<file path="config.mk">
export PLATFORM = sky130hd
export DESIGN_NAME = mul_div_sequencer
export DESIGN_NICKNAME = d
export VERILOG_FILES = /design/src/rtl/muldiv_pkg.sv /design/src/rtl/muldiv_step.sv /design/src/rtl/mul_div_sequencer.sv
export SDC_FILE = /design/constraint.sdc
export NUM_CORES = 1
export LEC_CHECK = 0
export CORE_MARGIN = 10
export CORE_UTILIZATION = 45
export CTS_BUF_LIST = sky130_fd_sc_hd__clkbuf_2
export DETAILED_ROUTE_END_ITERATION = 7
export GPL_TIMING_DRIVEN = 1
export PLACE_DENSITY = 0.75
export SYNTH_ARGS = -nofsm -noshare
export SYNTH_HDL_FRONTEND = slang
export SYNTH_SLANG_ARGS = --single-unit
export TNS_END_PERCENT = 100
</file>
<file path="constraint.sdc">
create_clock -name CLK -period 4.8 [get_ports CLK]
set_input_delay 0.72 -clock CLK [delete_from_list [all_inputs] [get_ports CLK]]
set_output_delay 0.72 -clock CLK [all_outputs]
set_load 0.01 [all_outputs]
</file>
<file path="src/rtl/muldiv_pkg.sv">
// Shared definitions for the RV32M multiply/divide sequencer.
// State encoding, func3 opcodes, default width and special-case result constants.
package muldiv_pkg;

  localparam int XLEN_DEF = 32;
  localparam int CNT_W    = 6;

  typedef enum logic [2:0] {
    ST_IDLE = 3'd0,
    ST_PREP = 3'd1,
    ST_CALC = 3'd2,
    ST_FIN  = 3'd3,
    ST_DONE = 3'd4
  } state_t;

  localparam logic [2:0] F3_MUL    = 3'b000;
  localparam logic [2:0] F3_MULH   = 3'b001;
  localparam logic [2:0] F3_MULHSU = 3'b010;
  localparam logic [2:0] F3_MULHU  = 3'b011;
  localparam logic [2:0] F3_DIV    = 3'b100;
  localparam logic [2:0] F3_DIVU   = 3'b101;
  localparam logic [2:0] F3_REM    = 3'b110;
  localparam logic [2:0] F3_REMU   = 3'b111;

  localparam logic [XLEN_DEF-1:0] DIV_ZERO_RES = '1;

  function automatic logic is_div_op(input logic [2:0] f3);
    return f3[2];
  endfunction

endpackage

</file>
<file path="src/rtl/muldiv_step.sv">
// One iteration of the mul/div datapath: shift-add multiply or restoring divide.
// Purely combinational; accumulator is {high half, low half} of a 2*XLEN register.
// No flow control; the sequencer decides when the step result is captured.
module muldiv_step
  import muldiv_pkg::*;
#(
  parameter int XLEN = XLEN_DEF
) (
  input  logic              is_div,
  input  logic [2*XLEN-1:0] acc,
  input  logic [XLEN-1:0]   opnd,
  output logic [2*XLEN-1:0] acc_nxt
);

  logic [XLEN:0]   sum;
  logic [2*XLEN:0] mul_sh;
  logic [XLEN:0]   trial;
  logic [XLEN-1:0] rem_sh;

  always_comb begin
    sum     = '0;
    mul_sh  = '0;
    trial   = '0;
    rem_sh  = '0;
    acc_nxt = acc;
    if (is_div) begin
      // Low half holds the dividend being shifted out and the quotient shifted in.
      trial  = {acc[2*XLEN-1:XLEN], acc[XLEN-1]} - {1'b0, opnd};
      rem_sh = {acc[2*XLEN-2:XLEN], acc[XLEN-1]};
      if (!trial[XLEN]) begin
        acc_nxt = {trial[XLEN-1:0], acc[XLEN-2:0], 1'b1};
      end else begin
        acc_nxt = {rem_sh, acc[XLEN-2:0], 1'b0};
      end
    end else begin
      sum     = {1'b0, acc[2*XLEN-1:XLEN]} + {1'b0, (acc[0] ? opnd : {XLEN{1'b0}})};
      mul_sh  = {sum, acc[XLEN-1:0]};
      acc_nxt = mul_sh[2*XLEN:1];
    end
  end

endmodule

</file>
<file path="src/rtl/mul_div_sequencer.sv">
// Multi-cycle RV32M mul/div engine; MUL_DIV_FAST_MUL_EN computes multiplies in one step.
// Latency: 35 cycles start-to-done (2 for div special cases, 3 for fast multiplies).
// Holds the pipeline with busy in PREP/CALC/FIN; flush cancels without done.
module mul_div_sequencer
  import muldiv_pkg::*;
#(
  parameter int XLEN = XLEN_DEF
) (
  input  logic            CLK,
  input  logic            RESET,
  input  logic            start,
  input  logic [2:0]      func3,
  input  logic [XLEN-1:0] operand_a,
  input  logic [XLEN-1:0] operand_b,
  input  logic            flush,
  output logic            busy,
  output logic            done,
  output logic [XLEN-1:0] result
);

  localparam logic [XLEN-1:0] SMIN = {1'b1, {(XLEN-1){1'b0}}};

  state_t state, state_nxt;

  logic [2:0]        op;
  logic [XLEN-1:0]   a_reg, b_reg;
  logic [2*XLEN-1:0] acc, acc_step;
  logic [CNT_W-1:0]  cnt;
  logic              neg_res;

  logic              is_div, a_signed, b_signed, a_neg, b_neg, neg_calc;
  logic [XLEN-1:0]   abs_a, abs_b;
  logic              div_zero, div_ovf, special;
  logic [XLEN-1:0]   special_res;
  logic [2*XLEN-1:0] prod_fix;
  logic [XLEN-1:0]   quo_fix, rem_fix, fin_res;
`ifdef MUL_DIV_FAST_MUL_EN
  logic [2*XLEN-1:0] fast_prod;
`endif

  // Operand conditioning, valid while in PREP (operands are still raw then).
  always_comb begin
    is_div   = is_div_op(op);
    a_signed = (op == F3_MULH) || (op == F3_MULHSU) || (op == F3_DIV) || (op == F3_REM);
    b_signed = (op == F3_MULH) || (op == F3_DIV) || (op == F3_REM);
    a_neg    = a_signed && a_reg[XLEN-1];
    b_neg    = b_signed && b_reg[XLEN-1];
    abs_a    = a_neg ? (~a_reg + 1'b1) : a_reg;
    abs_b    = b_neg ? (~b_reg + 1'b1) : b_reg;
    neg_calc = (op == F3_REM) ? a_neg : (a_neg ^ b_neg);

    div_zero = (b_reg == '0);
    div_ovf  = ((op == F3_DIV) || (op == F3_REM)) && (a_reg == SMIN) && (b_reg == '1);
    special  = is_div && (div_zero || div_ovf);

    special_res = XLEN'(DIV_ZERO_RES);
    if (div_zero) begin
      if ((op == F3_REM) || (op == F3_REMU)) special_res = a_reg;
    end else if (op == F3_REM) begin
      special_res = '0;
    end else begin
      special_res = SMIN;
    end
  end

`ifdef MUL_DIV_FAST_MUL_EN
  assign fast_prod = {{XLEN{1'b0}}, abs_a} * {{XLEN{1'b0}}, abs_b};
`endif

  muldiv_step #(.XLEN(XLEN)) u_step (
    .is_div  (is_div),
    .acc     (acc),
    .opnd    (b_reg),
    .acc_nxt (acc_step)
  );

  // Sign correction and output selection for FIN.
  always_comb begin
    prod_fix = neg_res ? (~acc + 1'b1) : acc;
    quo_fix  = neg_res ? (~acc[XLEN-1:0] + 1'b1) : acc[XLEN-1:0];
    rem_fix  = neg_res ? (~acc[2*XLEN-1:XLEN] + 1'b1) : acc[2*XLEN-1:XLEN];
    case (op)
      F3_MUL:                        fin_res = prod_fix[XLEN-1:0];
      F3_MULH, F3_MULHSU, F3_MULHU:  fin_res = prod_fix[2*XLEN-1:XLEN];
      F3_DIV, F3_DIVU:               fin_res = quo_fix;
      default:                       fin_res = rem_fix;
    endcase
  end

  always_ff @(posedge CLK) begin
    if (!RESET) state <= ST_IDLE;
    else        state <= state_nxt;
  end

  always_comb begin
    state_nxt = state;
    case (state)
      ST_IDLE: if (start && !flush) state_nxt = ST_PREP;
      ST_PREP: begin
        if (flush)        state_nxt = ST_IDLE;
        else if (special) state_nxt = ST_DONE;
`ifdef MUL_DIV_FAST_MUL_EN
        else if (!is_div) state_nxt = ST_FIN;
`endif
        else              state_nxt = ST_CALC;
      end
      ST_CALC: begin
        if (flush)          state_nxt = ST_IDLE;
        else if (cnt == '0) state_nxt = ST_FIN;
      end
      ST_FIN:  state_nxt = flush ? ST_IDLE : ST_DONE;
      ST_DONE: state_nxt = ST_IDLE;
      default: state_nxt = ST_IDLE;
    endcase
  end

  always_comb begin
    busy = (state == ST_PREP) || (state == ST_CALC) || (state == ST_FIN);
    done = (state == ST_DONE);
  end

  always_ff @(posedge CLK) begin
    if (!RESET) begin
      op      <= '0;
      a_reg   <= '0;
      b_reg   <= '0;
      acc     <= '0;
      cnt     <= '0;
      neg_res <= 1'b0;
      result  <= '0;
    end else begin
      case (state)
        ST_IDLE: begin
          if (start && !flush) begin
            op    <= func3;
            a_reg <= operand_a;
            b_reg <= operand_b;
          end
        end
        ST_PREP: begin
          // Multiplier and dividend both start in the low half of the accumulator.
          acc     <= {{XLEN{1'b0}}, abs_a};
          b_reg   <= abs_b;
          cnt     <= CNT_W'(XLEN - 1);
          neg_res <= neg_calc;
`ifdef MUL_DIV_FAST_MUL_EN
          if (!is_div) acc <= fast_prod;
`endif
          if (special && !flush) result <= special_res;
        end
        ST_CALC: begin
          acc <= acc_step;
          if (cnt != '0) cnt <= cnt - 1'b1;
        end
        ST_FIN: begin
          if (!flush) result <= fin_res;
        end
        default: ;
      endcase
    end
  end

endmodule

</file>
# ---- After elaboration in Yosys (flattened, before gate mapping)
# Cells that the tools add are included.
dict set report totals {
  regBits 173
  inputBits 71
}
dict set report classes {
  eq_ne 19
  add_sub_neg 8
  n_mux 28
  bitwise 6
  n_reduce_logical 33
}
# cell count
set ops {}
lappend ops {{$mux W32} 11}
lappend ops {{$mux W64} 3}
lappend ops {{$add A32 B1 Y32 const B} 4}
lappend ops {{$not A32 Y32} 4}
lappend ops {{$pmux W32 S2} 2}
lappend ops {{$pmux W64 S2} 1}
lappend ops {{$pmux W32 S3} 1}
lappend ops {{$add A64 B1 Y64 const B} 1}
lappend ops {{$eq A32 B32 Y1 const B} 2}
lappend ops {{$not A64 Y64} 1}
lappend ops {{$add A32 B32 Y33} 1}
lappend ops {{$sub A33 B32 Y33} 1}
lappend ops {{$logic_not A32 Y1} 1}
lappend ops {{$mux W3} 6}
lappend ops {{$eq A3 B3 Y1 const B} 5}
lappend ops {{$eq A3 B2 Y1 const B} 4}
lappend ops {{$pmux W3 S4} 1}
lappend ops {{$pmux W6 S2} 1}
lappend ops {{$logic_or A1 B1 Y1} 10}
lappend ops {{$logic_and A1 B1 Y1} 7}
lappend ops {{$eq A3 B1 Y1 const B} 2}
lappend ops {{$logic_not A3 Y1} 2}
lappend ops {{$logic_not A6 Y1} 1}
lappend ops {{$mux W6} 1}
lappend ops {{13 further kinds} 21}

# ---- Depth between registers and ports, before layout
dict set report logic_depth {
  word_depth 9
  depth_mapped 15
  ltp_nobuf 14
}

# ---- Modules after synthesis
# Synthesis repeated with hierarchy kept, for this count alone.
dict set report hier_totals {
  hier_cells 2239
  area_unflattened_um2 15793.9
}
# mod seq_area_each_um2 cells_each area_each_um2 n_inst
set modules_own_cells {}
lappend modules_own_cells {mul_div_sequencer 3463.3 1575 11213.3 1}
lappend modules_own_cells {muldiv_step 0.0 664 4580.6 1}

# ---- Worst setup path before layout
# No wires, ideal clock.
dict set report synth_timing {
  kind {register -> register}
  from {register acc[31]}
  to {register acc[58]}
  path_buffers 1
  synth_period_minus_slack_ns 3.292
  path_stages_with_launch 14
  required_time_ns 4.665
  arrival_time_ns 3.157
  slack_ns 1.508
  path_cell_list {dfxtp_1 inv_1 ha_1 fa_1 nand2b_1 a21oi_1 o21a_1 o21ai_0 o21ai_0 a21oi_1 nor2_1 buf_2 mux2i_1 o221ai_1}
}
dict set report synth_via {
  elab_chain_len 4
}
# item line_no
set synth_lines {}
lappend synth_lines {{start: declaration} mul_div_sequencer.sv:27} ;# logic [2*XLEN-1:0] acc, acc_step;
lappend synth_lines {{start signal: assignment} mul_div_sequencer.sv:142} ;# acc <= {{XLEN{1'b0}}, abs_a};
lappend synth_lines {{start signal: assignment} mul_div_sequencer.sv:152} ;# acc <= acc_step;
lappend synth_lines {{$sub A33 B32 Y33} muldiv_step.sv:28} ;# trial = {acc[2*XLEN-1:XLEN], acc[XLEN-1]} - {1'b0, opnd};
lappend synth_lines {{$mux W64} muldiv_step.sv:30} ;# if (!trial[XLEN]) begin
lappend synth_lines {{$mux W64} muldiv_step.sv:26} ;# if (is_div) begin
lappend synth_lines {{$pmux W64 S2} mul_div_sequencer.sv:132} ;# case (state)
# No other way between the ends.
# A chain may end at the register's enable or synchronous reset.

# ---- Final worst setup path
dict set report layout_timing {
  from {register b_reg[1]}
  to {register result[13]}
}
dict set report layout_via {
  elab_chain_len 7
  elab_cells_between_ends 11
  classes_between {eq/ne (2); mux (3); reduce/logical (6)}
}
# item line_no
set layout_lines {}
lappend layout_lines {{start: declaration} mul_div_sequencer.sv:26} ;# logic [XLEN-1:0] a_reg, b_reg;
lappend layout_lines {{start signal: assignment} mul_div_sequencer.sv:137} ;# b_reg <= operand_b;
lappend layout_lines {{start signal: assignment} mul_div_sequencer.sv:143} ;# b_reg <= abs_b;
lappend layout_lines {{$eq A32 B32 Y1} mul_div_sequencer.sv:53} ;# div_ovf = ((op == F3_DIV) || (op == F3_REM)) && (a_reg == SMIN) && (b_reg == '1);
lappend layout_lines {{$logic_and A1 B1 Y1} mul_div_sequencer.sv:53}
lappend layout_lines {{$logic_or A1 B1 Y1} mul_div_sequencer.sv:54} ;# special = is_div && (div_zero || div_ovf);
lappend layout_lines {{$logic_and A1 B1 Y1} mul_div_sequencer.sv:54}
lappend layout_lines {{$logic_and A1 B1 Y1} mul_div_sequencer.sv:149} ;# if (special && !flush) result <= special_res;
lappend layout_lines {{$ne A2 B1 Y1 (no line)} -}
lappend layout_lines {{$reduce_and A3 Y1 (no line)} -}
lappend layout_lines {{end signal: assignment} mul_div_sequencer.sv:149}
lappend layout_lines {{end signal: assignment} mul_div_sequencer.sv:156} ;# if (!flush) result <= fin_res;
lappend layout_lines {{end: declaration} mul_div_sequencer.sv:18} ;# output logic [XLEN-1:0] result
# Parallel ways exist; a longest one is shown, timed or not. The select of a mux whose other input is x is not followed.

==> run summary <==
Counting every sink on the clock net gives 173. The per-instance average area after synthesis works out to 7.18 um2. The via count normalized by instance count works out to 6.48. Among cell families on the critical path, the largest total delay comes from simple AND/OR/NAND/NOR gates. The end point of the most critical hold path is acc[56]$_SDFFE_PN0P_. For the post-synth net total, the log shows 2,235. After synthesis, the cell types taking the most area are sky130_fd_sc_hd__dfxtp_1, sky130_fd_sc_hd__a21oi_1, sky130_fd_sc_hd__ha_1. The initial utilization of the core area, before any placement, comes to 45.9%. The first TritonRoute pass finished after 7 iterations. Combined global-route utilization of all metal layers: 26.4%.

The flow ran to the end, and the final reports show no timing, DRC or antenna violations. The HPWL after detailed placement is 42,600 um. Fill cells in the final layout number 3,294. The worst-path cell with the longest stage delay was sky130_fd_sc_hd__nor4b_2. For the worst flop-to-flop path, the logic depth is 12. The synthesis-stage register bit count is 173. At the end of routability-driven placement, the weighted congestion stood at 1.03. The count of final hold-check violations was 0; the worst slew margin relative to its limit was 29.7%. The area growth from synthesis to layout is 10.0%, and the standard-cell row count is 66. The final period demand of the worst path is 4.11 ns. The final net count is 2,237, and the post-cts gate resize count is 0. The number of buffers between clock root and the deepest sink is 2, and the number of remaining DRC errors is 0. The arrival time at the worst endpoint is 4.94 ns. The number of global-route vias before repair was 14,900. Hold repair after CTS inserted 0 buffers.

In the final routed layout, each cell accounts on average for 22.4 um. The post-CTS clock slew at the launch and capture registers of the worst setup and hold paths is 0.32 ns. TritonCTS built the clock tree.

The remaining global-route overflow is 0, and the vertical extent of the die is 203 um. Number of enable-type register cells in the synthesized netlist: 0. The tools report the initial antenna violation count as 2. The run gives 16,500 um2 as the area of all placed cells without fillers. The total number of vias was 16,500; the power density over cell area was 209 nW/um2. The multi-input combinational cells in the finished layout cover a total of 10,700 um2. The number of buffers inserted to repair setup after CTS came out at 0. The register with the most flip-flops in the layout has 64 of them. The core area was 32,700 um2. In this design, the stage delay of the slowest critical-path cell is 0.62 ns. In the synthesized netlist the dominant register cell turns out to be sky130_fd_sc_hd__dfxtp_1. The tools report the launch point of the critical path as b_reg[1]$_SDFFE_PN0P_. The number of levels in the clock H-tree is 4. The tools report the destination of the worst register-to-register timing path as result[13]$_SDFFE_PN0P_. The count of nets left with antenna violations once routing finished came out at 0.

For this run, global-route usage on met3 was measured as 6.15%. acc holds more flip-flops than any other register. Entering global routing, the biggest net connects 74 pins.

Critical path's most frequent cell: sky130_fd_sc_hd__inv_1. After the first detailed-routing iteration, the DRC count stood at 2,654. met2 is the most crowded layer.

The logs give 2,549 for the number of non-filler instances in the completed layout and 5.63 ns for the required time of the critical path. Of all cell types, the one taking the most synthesized area is sky130_fd_sc_hd__dfxtp_1. The run gives 2,091 as the number of standard cells after synthesis. For this run, the top clock speed supported by timing is 243 MHz.

The overall die width works out to 203 um. The number of pins exceeding their max-slew limit in the final report is 0. The count of different cell masters after synthesis was 85; the first-pass GRT wire length was 87,400 um. Class of the worst hold path: primary input to register. The tools report the critical hold path startpoint as RESET. The number of buffers added by the clock tree synthesis step is 17, and the insertion delay of the later-clocked pin in the worst-skew pair is 0.87 ns. For the pin with the worst max-slew slack, the measured transition is 1.05 ns. Kind of capture point of the worst setup path: a register. Setup repair after global routing left no endpoint under its margin. After synthesis, the share of flip-flops with an asynchronous set or reset is 0%. For the final database, setup skew stands at 0.0430 ns.

Clock tree synthesis selected as its root buffer the cell sky130_fd_sc_hd__clkbuf_2. The tools report the number of max-cap violations as 0. The startpoint type of the worst setup path is a register.

The sequential area share after synthesis is 23.1%. The worst setup path is of the register to register kind. The worst hold path depth was 3.

105 I/O pins were placed. In this run the cell area measured after placement is 16,300 um2. In this run the tool buffered the top-level ports with 104 buffer cells. The yosys synthesis warning count came out at 0. The cell area that synthesis handed to floorplanning was 15,000 um2.

The worst-case IR drop observed on VDD is 170 uV. The global routing met1 resource utilization was 36.1%; the final sum of negative setup slack was 0 ns. Along the worst path, the maximum fanout reaches 61. The tools report the reported leakage power as 6.14 nW. The critical path contains buffers and inverters numbering 3 combined.

For flop-to-flop paths, the worst setup slack is 0.69 ns. The tools report the sum of routed wire length over all layers as 57,000 um. Setup violations remaining at the end of the flow were counted as 0. Cells with a size suffix above 1 make up 5.08% of the layout.

The portion of the clock cycle consumed by the worst path in the final layout is 85.7%. For met2 alone, demand over resource in global routing was 39.7%. The floorplan step defined a die boundary enclosing 41,100 um2. Summing all flip-flop and latch instances after layout gives 3470 um2.

The number of placed instances, taps included, is 2,516. The worst register-to-register path begins at b_reg[1]$_SDFFE_PN0P_. The final-layout worst hold slack came out at 0.208 ns.

The synthesized design devotes to its leading area cell type 23.1% of total area. The critical path goes through inv_1 > ha_1 > or3b_2 > nor4b_2 > nand4b_1 > o31ai_2 > a21oi_1 > nor3_4 > buf_4 > nand2_1 > inv_1 > o2bb2ai_1.
## final cells by class
class,instances,share of cell area (%)
multi-input cells,1700,64.9
inverters,64,1.47
repair buffers,137,7.77
well taps,442,3.35
clock buffers,17,0.515
clock inverters,15,1.03
flip-flops and latches,173,21.0
diodes,1,0.0151
## how the worst max path moves through the flow
stage	cells after the start	slack, ns	to
6_report	12	0.69	result[13]$_SDFFE_PN0P_
5_1_grt	11	0.45	result[5]$_SDFFE_PN0P_
4_1_cts	12	0.76	result[13]$_SDFFE_PN0P_
3_5_place_dp	12	0.83	result[13]$_SDFFE_PN0P_
3_3_place_gp	12	0.91	result[13]$_SDFFE_PN0P_
2_1_floorplan	13	1.51	acc[58]$_SDFFE_PN0P_
## per-layer routing
layer / vias up / wire, um
li1: 7683 / -
met1: 7774 / 24000
met2: 947 / 24800
met3: 118 / 6270
met4: 2 / 1990
met5: - / 18
## tightest hold or removal path, delay by kind of cell
family                 cells  cell delay, ns
buffers and inverters      1            0.20
and+or+nand+nor            1            0.09
AOI/OAI and AO/OA          1            0.04
## cell families after synthesis
group,count (synthesis),share of synthesized area (%)
AO/OA/AOI/OAI,754,31.8
AND/OR/NAND/NOR,676,21.3
buffers and inverters,218,5.73
flip-flops,173,23.1
XOR/XNOR,147,8.57
adder cells (fa/ha/maj),73,6.18
multiplexers,50,3.34
## layout by cell type (no fill, tap or decap), types with 23 or more instances in the layout
master	instances
sky130_fd_sc_hd__o31ai_1	29
sky130_fd_sc_hd__a31oi_1	43
sky130_fd_sc_hd__ha_1	71
sky130_fd_sc_hd__clkdlybuf4s50_1	103
sky130_fd_sc_hd__nand3_1	41
sky130_fd_sc_hd__dfxtp_1	171
sky130_fd_sc_hd__xnor2_1	73
sky130_fd_sc_hd__nand2_1	231
sky130_fd_sc_hd__xor2_1	74
sky130_fd_sc_hd__mux2i_1	49
sky130_fd_sc_hd__nor2_1	184
sky130_fd_sc_hd__o21ai_0	170
sky130_fd_sc_hd__buf_4	33
sky130_fd_sc_hd__a21o_1	35
sky130_fd_sc_hd__o211ai_1	35
sky130_fd_sc_hd__a21oi_1	195
sky130_fd_sc_hd__a211oi_1	60
sky130_fd_sc_hd__or3_1	28
sky130_fd_sc_hd__o22ai_1	28
sky130_fd_sc_hd__nor3_1	46
sky130_fd_sc_hd__a22oi_1	23
sky130_fd_sc_hd__inv_1	61
## Yosys cell counts (all sizes together), types with 7 or more instances
cell type,n
nand2,231
a21oi,195
nor2,186
o21ai,183
dfxtp,173
clkbuf,123
xor2,74
xnor2,73
ha,71
inv,63
a211oi,60
mux2i,49
nor3,48
a31oi,44
nand3,41
a21o,35
o211ai,35
buf,31
o31ai,30
o22ai,28
or3,28
a22oi,23
or4,21
nand4,20
nand2b,16
and2,15
nor2b,14
nor4,14
o41ai,13
a221oi,11
a311oi,11
or2,11
and3,10
o21a,10
o21bai,9
a41oi,7
## metrics by stage
| step | util (%) | setup WS [ns] | power [W] |
|---|---|---|---|
| 3_5_place_dp | 49.8 | 0.829 | 0.00257 |
| 5_1_grt | 50.5 | 0.446 | 0.00360 |
| 2_1_floorplan | - | 1.51 | 0.00226 |
| 6_report | 50.5 | 0.685 | 0.00346 |
| 4_1_cts | 50.5 | 0.756 | 0.00343 |
| 3_3_place_gp | 49.8 | 0.911 | 0.00256 |
## power breakdown
group          switching, W  internal [W]
Clock              0.000656      0.000222
Sequential        0.0000803       0.00149
Combinational      0.000635      0.000380
Total               0.00137       0.00209
Power figures use the tool's default switching activity.
